**src/rtl/spi_slave_rdid_pkg.sv**
```systemverilog
// Shared definitions for the SPI RDID/RDSR responder.
// Holds opcodes, FSM state encodings, default JEDEC ID constants and the response payload type.
package spi_defs;

   localparam int unsigned CMD_W  = 8;
   localparam int unsigned RESP_W = 24;
   localparam int unsigned CNT_W  = 5;

   localparam logic [7:0] CMD_RDID = 8'h9F;
   localparam logic [7:0] CMD_RDSR = 8'h05;

   localparam logic [7:0] DEF_ID_BYTE0 = 8'h20;
   localparam logic [7:0] DEF_ID_BYTE1 = 8'h20;
   localparam logic [7:0] DEF_ID_BYTE2 = 8'h15;
   localparam logic [7:0] DEF_STATUS   = 8'h00;

   typedef enum logic [1:0] {
      IDLE   = 2'd0,
      CMD    = 2'd1,
      RESP   = 2'd2,
      IGNORE = 2'd3
   } state_e;

   // Three response bytes, b0 goes out first on the wire
   typedef struct packed {
      logic [7:0] b0;
      logic [7:0] b1;
      logic [7:0] b2;
   } resp_t;

endpackage

```
**src/rtl/spi_slave_rdid_if.sv**
```systemverilog
// SPI bus between master and the RDID responder, including the slave output enable.
interface spi_slave_rdid_if;
   logic SPICLK;
   logic SPIMOSI;
   logic SPICS_N;
   logic SPIMISO;
   logic miso_oe;

   modport master (output SPICLK, output SPIMOSI, output SPICS_N,
                   input SPIMISO, input miso_oe);
   modport slave  (input SPICLK, input SPIMOSI, input SPICS_N,
                   output SPIMISO, output miso_oe);
endinterface

```
**src/rtl/spi_slave_rdid_sync_edge.sv**
```systemverilog
// Two-flop synchronizer, and a variant adding a one-clk rise/fall strobe behind it.
module spi_sync2 #(
   parameter logic RST_VAL = 1'b0
) (
   input  logic clk,
   input  logic reset,
   input  logic d,
   output logic q
);
   logic meta_q, meta_d;
   logic sync_q, sync_d;

   always_comb begin
      meta_d = d;
      sync_d = meta_q;
   end

   always_ff @(posedge clk) begin
      if (!reset) begin
         meta_q <= RST_VAL;
         sync_q <= RST_VAL;
      end else begin
         meta_q <= meta_d;
         sync_q <= sync_d;
      end
   end

   assign q = sync_q;
endmodule

module spi_sync_edge #(
   parameter logic RST_VAL = 1'b0
) (
   input  logic clk,
   input  logic reset,
   input  logic d,
   output logic rise_c,
   output logic fall_c
);
   logic sync;
   logic prev_q, prev_d;

   spi_sync2 #(.RST_VAL(RST_VAL)) u_sync (
      .clk   (clk),
      .reset (reset),
      .d     (d),
      .q     (sync)
   );

   always_comb prev_d = sync;

   always_ff @(posedge clk) begin
      if (!reset) prev_q <= RST_VAL;
      else        prev_q <= prev_d;
   end

   assign rise_c = sync & ~prev_q;
   assign fall_c = ~sync & prev_q;
endmodule

```
**src/rtl/spi_slave_rdid.sv**
```systemverilog
// SPI mode-0 responder: decodes one command byte, answers RDID with a JEDEC ID and RDSR with status.
// All SPI pins are oversampled in the clk domain; decisions are made on synchronized edge strobes.
module spi_slave_rdid
   import spi_defs::*;
#(
   parameter logic [7:0] ID_BYTE0 = DEF_ID_BYTE0,
   parameter logic [7:0] ID_BYTE1 = DEF_ID_BYTE1,
   parameter logic [7:0] ID_BYTE2 = DEF_ID_BYTE2,
   parameter logic [7:0] STATUS   = DEF_STATUS
) (
   input  logic                 clk,
   input  logic                 reset,
   spi_slave_rdid_if.slave      spi,
   output logic                 cmd_valid,
   output logic [CMD_W-1:0]     cmd_byte
);
   localparam resp_t ID_WORD = '{b0: ID_BYTE0, b1: ID_BYTE1, b2: ID_BYTE2};
   localparam resp_t SR_WORD = '{b0: STATUS, b1: STATUS, b2: STATUS};

   logic clk_rise, clk_fall, mosi_s, cs_s;

   spi_sync_edge #(.RST_VAL(1'b0)) u_clk_edge (
      .clk    (clk),
      .reset  (reset),
      .d      (spi.SPICLK),
      .rise_c (clk_rise),
      .fall_c (clk_fall)
   );

   spi_sync2 #(.RST_VAL(1'b0)) u_mosi_sync (
      .clk   (clk),
      .reset (reset),
      .d     (spi.SPIMOSI),
      .q     (mosi_s)
   );

   spi_sync2 #(.RST_VAL(1'b1)) u_cs_sync (
      .clk   (clk),
      .reset (reset),
      .d     (spi.SPICS_N),
      .q     (cs_s)
   );

   state_e              state_q, state_d;
   logic [CNT_W-1:0]    cnt_q, cnt_d;
   logic [CMD_W-2:0]    cmd_sr_q, cmd_sr_d;
   logic [RESP_W-1:0]   resp_sr_q, resp_sr_d;
   logic                miso_q, miso_d;
   logic                oe_q, oe_d;
   logic                cmd_valid_q, cmd_valid_d;
   logic [CMD_W-1:0]    cmd_byte_q, cmd_byte_d;
   logic [CMD_W-1:0]    cmd_shift;

   always_ff @(posedge clk) begin
      if (!reset) begin
         state_q     <= IDLE;
         cnt_q       <= '0;
         cmd_sr_q    <= '0;
         resp_sr_q   <= '0;
         miso_q      <= 1'b0;
         oe_q        <= 1'b0;
         cmd_valid_q <= 1'b0;
         cmd_byte_q  <= '0;
      end else begin
         state_q     <= state_d;
         cnt_q       <= cnt_d;
         cmd_sr_q    <= cmd_sr_d;
         resp_sr_q   <= resp_sr_d;
         miso_q      <= miso_d;
         oe_q        <= oe_d;
         cmd_valid_q <= cmd_valid_d;
         cmd_byte_q  <= cmd_byte_d;
      end
   end

   always_comb begin
      state_d     = state_q;
      cnt_d       = cnt_q;
      cmd_sr_d    = cmd_sr_q;
      resp_sr_d   = resp_sr_q;
      miso_d      = miso_q;
      oe_d        = oe_q;
      cmd_valid_d = 1'b0;
      cmd_byte_d  = cmd_byte_q;
      cmd_shift   = {cmd_sr_q, mosi_s};

      // Deselect wins over any edge seen in the same cycle
      if (cs_s) begin
         state_d = IDLE;
         cnt_d   = '0;
         oe_d    = 1'b0;
         miso_d  = 1'b0;
      end else begin
         unique case (state_q)
            IDLE: begin
               if (clk_rise) begin
                  cmd_sr_d = cmd_shift[CMD_W-2:0];
                  cnt_d    = CNT_W'(1);
                  state_d  = CMD;
               end
            end
            CMD: begin
               if (clk_rise) begin
                  if (cnt_q == CNT_W'(CMD_W - 1)) begin
                     cmd_byte_d  = cmd_shift;
                     cmd_valid_d = 1'b1;
                     cnt_d       = '0;
                     if (cmd_shift == CMD_RDID) begin
                        resp_sr_d = ID_WORD;
                        state_d   = RESP;
                     end else if (cmd_shift == CMD_RDSR) begin
                        resp_sr_d = SR_WORD;
                        state_d   = RESP;
                     end else begin
                        state_d   = IGNORE;
                     end
                  end else begin
                     cmd_sr_d = cmd_shift[CMD_W-2:0];
                     cnt_d    = cnt_q + CNT_W'(1);
                  end
               end
            end
            RESP: begin
               // A rise in the same cycle takes priority and holds MISO
               if (clk_fall && !clk_rise) begin
                  if (cmd_byte_q == CMD_RDSR) begin
                     // Rotating three status copies reloads the byte every 8 bits
                     miso_d    = resp_sr_q[RESP_W-1];
                     oe_d      = 1'b1;
                     resp_sr_d = {resp_sr_q[RESP_W-2:0], resp_sr_q[RESP_W-1]};
                  end else if (cnt_q < CNT_W'(RESP_W)) begin
                     miso_d    = resp_sr_q[RESP_W-1];
                     oe_d      = 1'b1;
                     resp_sr_d = {resp_sr_q[RESP_W-2:0], 1'b0};
                     cnt_d     = cnt_q + CNT_W'(1);
                  end else begin
                     miso_d = 1'b0;
                     oe_d   = 1'b0;
                  end
               end
            end
            IGNORE: begin
               miso_d = 1'b0;
               oe_d   = 1'b0;
            end
            default: state_d = IDLE;
         endcase
      end
   end

   assign spi.SPIMISO = miso_q;
   assign spi.miso_oe = oe_q;
   assign cmd_valid   = cmd_valid_q;
   assign cmd_byte    = cmd_byte_q;
endmodule

```
**src/flat_wrapper.sv**
```systemverilog
// flat-port wrapper written by rule: the top's interface ports become plain ports
module spi_slave_rdid_flat import spi_defs::*;
#(
   parameter logic [7:0] ID_BYTE0 = DEF_ID_BYTE0,
   parameter logic [7:0] ID_BYTE1 = DEF_ID_BYTE1,
   parameter logic [7:0] ID_BYTE2 = DEF_ID_BYTE2,
   parameter logic [7:0] STATUS   = DEF_STATUS
)
  (clk, reset, cmd_valid, cmd_byte, spi_SPICLK, spi_SPIMOSI, spi_SPICS_N, spi_SPIMISO, spi_miso_oe);
  spi_slave_rdid_if spi_i ();
  input  logic clk;
  input  logic reset;
  output logic cmd_valid;
  output logic [CMD_W-1:0] cmd_byte;
  input wire logic [$bits(spi_i.SPICLK)-1:0] spi_SPICLK;
  input wire logic [$bits(spi_i.SPIMOSI)-1:0] spi_SPIMOSI;
  input wire logic [$bits(spi_i.SPICS_N)-1:0] spi_SPICS_N;
  output wire logic [$bits(spi_i.SPIMISO)-1:0] spi_SPIMISO;
  output wire logic [$bits(spi_i.miso_oe)-1:0] spi_miso_oe;
  assign spi_i.SPICLK = spi_SPICLK;
  assign spi_i.SPIMOSI = spi_SPIMOSI;
  assign spi_i.SPICS_N = spi_SPICS_N;
  assign spi_SPIMISO = spi_i.SPIMISO;
  assign spi_miso_oe = spi_i.miso_oe;
  spi_slave_rdid #(.ID_BYTE0(ID_BYTE0), .ID_BYTE1(ID_BYTE1), .ID_BYTE2(ID_BYTE2), .STATUS(STATUS)) u_core (.clk(clk), .reset(reset), .spi(spi_i), .cmd_valid(cmd_valid), .cmd_byte(cmd_byte));
endmodule
```
**config.mk**
```make
export PLATFORM = sky130hd
export DESIGN_NAME = spi_slave_rdid_flat
export DESIGN_NICKNAME = d
export VERILOG_FILES = /design/src/rtl/spi_slave_rdid_pkg.sv /design/src/rtl/spi_slave_rdid_if.sv /design/src/rtl/spi_slave_rdid_sync_edge.sv /design/src/rtl/spi_slave_rdid.sv /design/src/flat_wrapper.sv
export SDC_FILE = /design/constraint.sdc
export NUM_CORES = 1
export LEC_CHECK = 0
export ABC_AREA = 1
export BUFFER_PORTS_ARGS = -buffer_cell sky130_fd_sc_hd__buf_2
export CAP_MARGIN = 0
export CORE_UTILIZATION = 65
export DETAILED_ROUTE_END_ITERATION = 6
export GPL_TIMING_DRIVEN = 0
export MAX_ROUTING_LAYER = met4
export PLACE_DENSITY = 0.84
export SLEW_MARGIN = 20
export SYNTH_ARGS = -nofsm -noshare
export SYNTH_HDL_FRONTEND = slang
export SYNTH_HIERARCHICAL = 1
export SYNTH_SLANG_ARGS = --single-unit
export TNS_END_PERCENT = 100
```
**constraint.sdc**
```tcl
create_clock -name clk -period 4.7 [get_ports clk]
set_clock_uncertainty 0.2 [all_clocks]
set_input_delay 0 -clock clk [delete_from_list [all_inputs] [get_ports clk]]
set_output_delay 0 -clock clk [all_outputs]
set_load 0.1 [all_outputs]
```
==> key figures, run 1 <==
Timing
  • Hold Vio Cnt, Final: 0
  • Slew @ Worst Pin: 486 ps
  • Unrepaired setup endpoints after global routing: no
  • Worst rel slew slack: 0.678
  • Fin crit share: 0.417
  • Final-report max-slew violation count: 0
  • Min Tclk post-route: 1960 ps
  • Final setup vio count: 0
  • Fmax: 510 MHz
  • Setup TNS: 0 ps

Yosys
  • Yosys reg bits: 56
  • Post-synthesis async set-or-reset flop share: 0
  • Most instantiated cells after synthesis: 103 x nand2_1, 81 x inv_1, 68 x nor2_1
  • Post-synth EDFFs: 0
  • Area leader, netlist: dfxtp_1
  • Sequential share of the synthesized area: 0.392
  • Post-Syn Instances: 434
  • Syn_area_per_cell: 6.59 sq um
  • Syn nets: 444
  • Post-synthesis cell type count: 25
  • Mapped Area: 0.00286 sq mm
  • Yosys top cell area share: 0.392
  • Yosys warns: 6
  • Synth Flop Type: dfxtp_1
  • Largest cells by area after synthesis: dfxtp_1 39%, nand2_1 14%, inv_1 11%, nor2_1 8.9%, o21ai_0 3.7%
  • Most frequent cell after synthesis: nand2_1

Clock tree
  • # clock sinks: 56
  • Clock Latency Late Sink: 310 ps
  • # resized after CTS: 0
  • CTS Buf Count: 5
  • CTS tree: yes
  • Clock-pin slew on the worst setup and hold paths: 90 ps
  • Root buf cell: clkbuf_8
  • H-tree levels: 2
  • Clock Tree Buf Depth: 2

Power
  • Cell-internal power: 0.000665 W
  • Switch share: 0.208
  • VDD IR-drop max: 201 uV
  • Clk network pwr share: 0.390
  • Combinational Power Share: 0.039
  • NetSw: 0.000175 W
  • Pwr dens: 264 mW/mm^2
  • Seq pwr share: 0.571
  • Leak: 1.57 nW

Worst setup path
  • Reg-to-Reg End: u_core/cnt_q[2]
  • Setup crit start kind: register
  • Crit. End Element: register
  • CP arrival: 2000 ps
  • R2r worst-path depth: 10
  • Crit path max fanout: 9
  • Origin of the critical flop-to-flop path: u_core/state_q[1]
  • Worst EP required: 4740 ps
  • Reg-to-reg slack, setup: 2740 ps
  • Worst Setup Path Type: register to register

Min path
  • Hold-critical path depth: 2
  • HP Start: u_core/u_cs_sync/meta_q
  • Hold crit path type: register to register
  • Hold EP: u_core/u_cs_sync/q

Global routing
  • GRT met1 Usage: 0.284
  • Tot GR Track Use: 0.267
  • Global route hottest layer: met2
  • Total gr overflow: 0
  • First-pass GRT wire length: 9.02 mm
  • Vias in the first global route: 2213
  • Initial antenna violation count: 0
  • Largest net degree at the start of global routing: 18
  • Met3 Use GR: 0.0533
  • Met2 GRT Util: 0.488

Route
  • DR WL/cell: 10.9 microns
  • Via count: 2494
  • DRC viols: 0
  • Via density: 4.85
  • Initial drt markers: 150
  • Drt pass-1 iters: 4
  • Routed wire length: 5.58 mm
  • Detail Route Antenna Nets: 0

Final layout
  • NumNets Final: 473
  • Diodes inserted: 0
  • Non-filler cells, final: 514
  • Fraction of layout cells with a size suffix above 1: 0.153
  • Area delta synth->final: 11.5%

Placed design
  • Port bufs: 15
  • Routability cong.: 0.878
  • DPL Wire Length: 3.84 mm
  • Placed cells: 499

Floorplanning
  • Core footprint: 0.00412 sq mm
  • Die ar.: 0.00467 sq mm
  • Die X-Extent: 68.3 microns
  • Cell Rows: 23
  • Starting Density: 0.695
  • Num ports: 16
  • Die height: 68.3 microns

Outcome
  • Status: finished clean

Flow run
  • # Max-Cap Violations: 0
==> repair_timing <==
item,in CTS,in global routing
hold buffers,7,0
setup buffers,0,0
endpoints found under the hold margin,11,0
==> cell families after synthesis <==
| kind of cell | count (synthesis) | share of synthesized area |
|---|---|---|
| flip-flops | 56 | 0.392 |
| AO/OA/AOI/OAI | 43 | 0.0757 |
| adder cells (fa/ha/maj) | 5 | 0.0219 |
| buffers and inverters | 107 | 0.165 |
| AND/OR/NAND/NOR | 222 | 0.343 |
| XOR/XNOR | 1 | 0.00306 |
==> power groups by stage <==
stage / registers [W] / clock network (W) / logic [W]
2_1_floorplan: 0.000491 / 0 / 0.0000199
3_3_place_gp: 0.000491 / 0 / 0.0000264
3_5_place_dp: 0.000491 / 0 / 0.0000272
4_1_cts: 0.000480 / 0.000338 / 0.0000317
5_1_grt: 0.000481 / 0.000353 / 0.0000362
6_report: 0.000480 / 0.000328 / 0.0000324
==> per-stage QoR <==
step / setup WS (ps) / util / total power [W] / hold slack [ps] / cell area [sq um]
4_1_cts: 2730 / 0.775 / 0.000850 / 218 / 3190
3_5_place_dp: 2750 / 0.728 / 0.000518 / -26.3 / 3000
3_3_place_gp: 2780 / 0.728 / 0.000518 / -31.0 / 3000
6_report: 2740 / 0.775 / 0.000841 / 215 / 3190
5_1_grt: 2580 / 0.775 / 0.000870 / 259 / 3190
2_1_floorplan: 2440 / - / 0.000511 / -131 / 2860
==> cell usage in the layout (no fill, tap or decap), types with 10 or more instances in the layout <==
cell     netlist  final
a21oi_1       19     19
buf_2          3     18
dfxtp_1       56     56
inv_1         81     81
inv_2         11     11
nand2_1      103    103
nand2_2       10     10
nand3_1       20     20
nor2_1        68     68
o21ai_0       21     21
==> critical path, cell delays in order (launching register included) <==
cell and delay [ps]:
dfxtp_1 380, inv_1 80, ha_1 200, buf_6 150, nor2_1 180, o21ai_0 110, nor2_1 100, nand2_1 170
inv_2 140, nand2_1 60, a21oi_1 130
==> cell type report <==
class                   count  area (sq um)
plain buffers              15           126
clock buffers               6          82.6
clock inverters             2          38.8
fillers                   335           926
inverters                  92           345
multi-input cells         271          1270
flip-flops and latches     56          1120
well taps                  50          62.6
repair buffers             22           145
==> registers in the layout (all words and copies together), names as in the netlist <==
register and flops:
u_core/u_clk_edge/u_sync/q 1, u_core/spi.SPIMISO 1, u_core/state_q 2, u_core/cmd_byte 8, u_core/resp_sr_q 24, u_core/cmd_sr_q 7, u_core/u_cs_sync/q 1, u_core/spi.miso_oe 1
u_core/u_clk_edge/u_sync/meta_q 1, u_core/cnt_q 5, u_core/u_cs_sync/meta_q 1, u_core/u_mosi_sync/meta_q 1, u_core/cmd_valid 1, u_core/u_mosi_sync/q 1, u_core/u_clk_edge/prev_q 1
==> metal layers <==
metal | vias up | part of all wire
met4 | 0 | 0.013
met2 | 28 | 0.52
met3 | 6 | 0.028
met1 | 1117 | 0.44
li1 | 1343 | -
met5 | - | 0
==> how the worst max path moves through the flow <==
stage | startpoint | to | slack (ps) | cells after the start
global placement | u_core/state_q[1] | u_core/resp_sr_q[18] | 2780 | 12
CTS | u_core/state_q[1] | u_core/resp_sr_q[18] | 2730 | 12
global route | u_core/state_q[1] | u_core/resp_sr_q[14] | 2580 | 12
detailed placement | u_core/state_q[1] | u_core/resp_sr_q[18] | 2750 | 12
finish | u_core/state_q[1] | u_core/cnt_q[2] | 2740 | 10
floorplan | u_core/cmd_byte[2] | u_core/resp_sr_q[13] | 2440 | 10
Note: power is estimated with default switching activity, not from simulation.
==> run 2, diff against run 1 <==
Settings changed: CORE_UTILIZATION 65 to 54, PLACE_DENSITY 0.84 to 0.75.
Clock period 4.7 ns to 1.64 ns, I/O delays scaled along.
==> run 2 against run 1 <==
Against the previous run:
- via count rose by 9.5%
- largest cell class unchanged
- register-to-register slack got worse by 3000 ps
- the run now ends with negative setup slack left
- sequential power rose to 2.9 times the previous value
- first-iteration DRC count rose by 17%
- largest power group unchanged
- global-route usage fell by 2.0 points
==> key figures, run 2 (synthesis gave the netlist of run 1 again) <==
Outcome
  • Status: finished with violations
  • Failing checks: negative setup slack

Floorplanning
  • Core footprint: 0.00511 sq mm (+24%)
  • Starting Density: 0.560 (-0.135)
  • Die height: 74.8 microns (+9.4%)
  • Die X-Extent: 74.8 microns (+9.4%)
  • Cell Rows: 26 (+13%)
  • Num ports: 16 (unchanged)
  • Die ar.: 0.00559 sq mm (+20%)

Worst setup path
  • Crit path capture: u_core/resp_sr_q[3]
  • Cell count along the critical path: 12 (+2)
  • Crit path max fanout: 6 (-3)
  • Setup crit start kind: register
  • Top cell by count, worst path: nor2_4
  • Worst Setup Path Type: register to register
  • Crit-path cells: inv_4 > ha_4 > buf_8 > nor2_4 > nor2_4 > nand3_4 > nor2_4 > nand3_4 > buf_6 > nand2_2 > nand2_1 > nor2_1
  • Origin of the critical flop-to-flop path: u_core/state_q[0]
  • Worst EP required: 1700 ps (-3040 ps)
  • Worst path max stage delay: 380 ps (about the same)
  • Delay-heaviest family, CP: simple AND/OR/NAND/NOR gates
  • CP max stage cell: dfxtp_4
  • Reg-to-Reg End: u_core/resp_sr_q[3]
  • Worst Setup SP: u_core/state_q[0]
  • Reg-to-reg slack, setup: -300 ps (-3040 ps)
  • Crit. End Element: register
  • Crit path buf inv count: 3 (unchanged)
  • R2r worst-path depth: 12 (+2)
  • CP arrival: 2000 ps (about the same)

Timing
  • Worst Hold Margin: 222 ps (+7.32 ps)
  • Fmax: 515 MHz (+0.86%)
  • Final-report max-slew violation count: 0 (unchanged)
  • Setup TNS: -8610 ps (-8610 ps)
  • Worst rel slew slack: 0.597 (-0.0819)
  • Unrepaired setup endpoints after global routing: yes
  • Final WS setup: -303 ps (-3040 ps)
  • Min Tclk post-route: 1940 ps (-16.6 ps)
  • Fin crit share: 1.18 (+0.768)
  • Hold Vio Cnt, Final: 0 (unchanged)
  • Final setup vio count: 46 (+46)
  • Slew @ Worst Pin: 605 ps (+120 ps)

Final layout
  • Diodes inserted: 0 (unchanged)
  • Area delta synth->final: 29.5%
  • Largest Register: u_core/resp_sr_q
  • Non-filler cells, final: 552 (+7.4%)
  • Commonest non-fill, non-tap cells in the layout: 87 x nand2_1, 72 x inv_1, 58 x nor2_1
  • NumNets Final: 491 (+3.8%)
  • Fraction of layout cells with a size suffix above 1: 0.315 (+0.162)
  • Commonest non-fill, non-tap cell in the layout: nand2_1
  • Max reg flops: 24 (unchanged)

Clock tree
  • CTS tree: yes
  • H-tree levels: 2 (unchanged)
  • Clock Latency Late Sink: 310 ps (about the same)
  • Clock Tree Buf Depth: 2 (unchanged)
  • CTS Buf Count: 5 (unchanged)
  • # clock sinks: 56 (unchanged)
  • Root buf cell: clkbuf_8
  • Clock-pin slew on the worst setup and hold paths: 100 ps (about the same)

Route
  • Detail Route Antenna Nets: 0 (unchanged)
  • Drt pass-1 iters: 7 (+3)
  • Via count: 2731 (+9.5%)
  • DR WL/cell: 12.2 microns (+13%)
  • DRC viols: 0 (unchanged)
  • Routed wire length: 6.76 mm (+21%)
  • Via density: 4.95 (+2.0%)
  • Initial drt markers: 176 (+17%)

Power
  • VDD IR-drop max: 360 uV (+80%)
  • Pwr dens: 655 mW/mm^2 (+150%)
  • Leak: 1.72 nW (+9.7%)

Min path
  • Hold crit path type: register to register

Placed design
  • Routability cong.: 0.826 (-6.0%)
  • Placed cells: 519 (+4.0%)
  • DPL Wire Length: 3.84 mm (about the same)
  • Port bufs: 15 (unchanged)
  • Worst slack at placement: -256 ps (-3000 ps)

Global routing
  • Tot GR Track Use: 0.247 (-0.0204)
  • Total gr overflow: 0 (unchanged)
  • Vias in the first global route: 2331 (+5.3%)
  • Initial antenna violation count: 0 (unchanged)
  • Largest net degree at the start of global routing: 17 (-1)
  • First-pass GRT wire length: 10.2 mm (+14%)

Flow run
  • # Max-Cap Violations: 0 (unchanged)
==> run 2: cell types whose count changed in the layout (fill, tap and decap cells not counted), moves of 7 or more <==
| cell | previous run | this run |
|---|---|---|
| nand2_1 | 103 | 87 |
| o21ai_0 | 21 | 5 |
| buf_4 | 0 | 12 |
| dfxtp_1 | 56 | 44 |
| nor2_1 | 68 | 58 |
| inv_1 | 81 | 72 |
| nand2_4 | 2 | 11 |
| o21ai_1 | 2 | 11 |
| inv_2 | 11 | 18 |
| nor2_2 | 7 | 14 |
| o21ai_2 | 0 | 7 |
==> run 2: per-layer routing <==
layer	vias up	share of wire	GRT usage
li1	1380	-	-
met1	1261	0.44	0.300
met2	72	0.50	0.413
met3	18	0.040	0.0388
met4	0	0.021	0.0901
met5	-	0	-
==> run 2: timing repair <==
item	4_1_cts	5_1_grt
hold endpoints to repair	9	0
pin swaps	7	25
gates cloned	3	1
resized for setup	43	55
buffers inserted	11	4
endpoints found under the setup margin	47	48
hold buffers	7	0
==> run 2: power by group <==
part | switching, W | total (W) | internal [W]
combinational | 0.0000666 | 0.000115 | 0.0000480
sequential | 0.00000789 | 0.00137 | 0.00136
clock | 0.000451 | 0.000944 | 0.000493
total | 0.000525 | 0.00243 | 0.00190
==> run 2: worst min path at each step <==
stage / from / end / slack [ps] / cells past startpoint
after floorplan: reset / u_core/u_cs_sync/meta_q / -130 / 1
after global placement: spi_SPICLK / u_core/u_clk_edge/u_sync/meta_q / -20 / 3
after detailed placement: spi_SPIMOSI / u_core/u_mosi_sync/meta_q / -20 / 3
after CTS: u_core/u_cs_sync/meta_q / u_core/u_cs_sync/q / 220 / 2
after global routing: u_core/u_mosi_sync/meta_q / u_core/u_mosi_sync/q / 240 / 2
final: u_core/u_clk_edge/u_sync/meta_q / u_core/u_clk_edge/u_sync/q / 220 / 2
==> run 2: through the flow <==
stage / power (W) / area, sq um / util
2_1_floorplan: 0.00146 / 2900 / -
3_3_place_gp: 0.00148 / 3070 / 0.600
3_5_place_dp: 0.00148 / 3070 / 0.600
4_1_cts: 0.00243 / 3500 / 0.685
5_1_grt: 0.00251 / 3700 / 0.725
6_report: 0.00243 / 3700 / 0.725
==> run 2: worst reg2reg max path: cells and delay by family (launching register included) <==
kind,cells,cell delay (ps)
buf+inv,3,390
fa+ha+maj,1,140
flops,1,380
simple gates,8,770
==> run 2: final cells by class <==
type / count / area, sq um
buffer: 14 / 139
clock buffer: 6 / 82.6
clock inverter: 2 / 33.8
fill: 392 / 1400
inverter: 92 / 350
multi-input combinational: 271 / 1520
sequential: 56 / 1150
tap: 70 / 87.6
timing repair buffer: 41 / 345
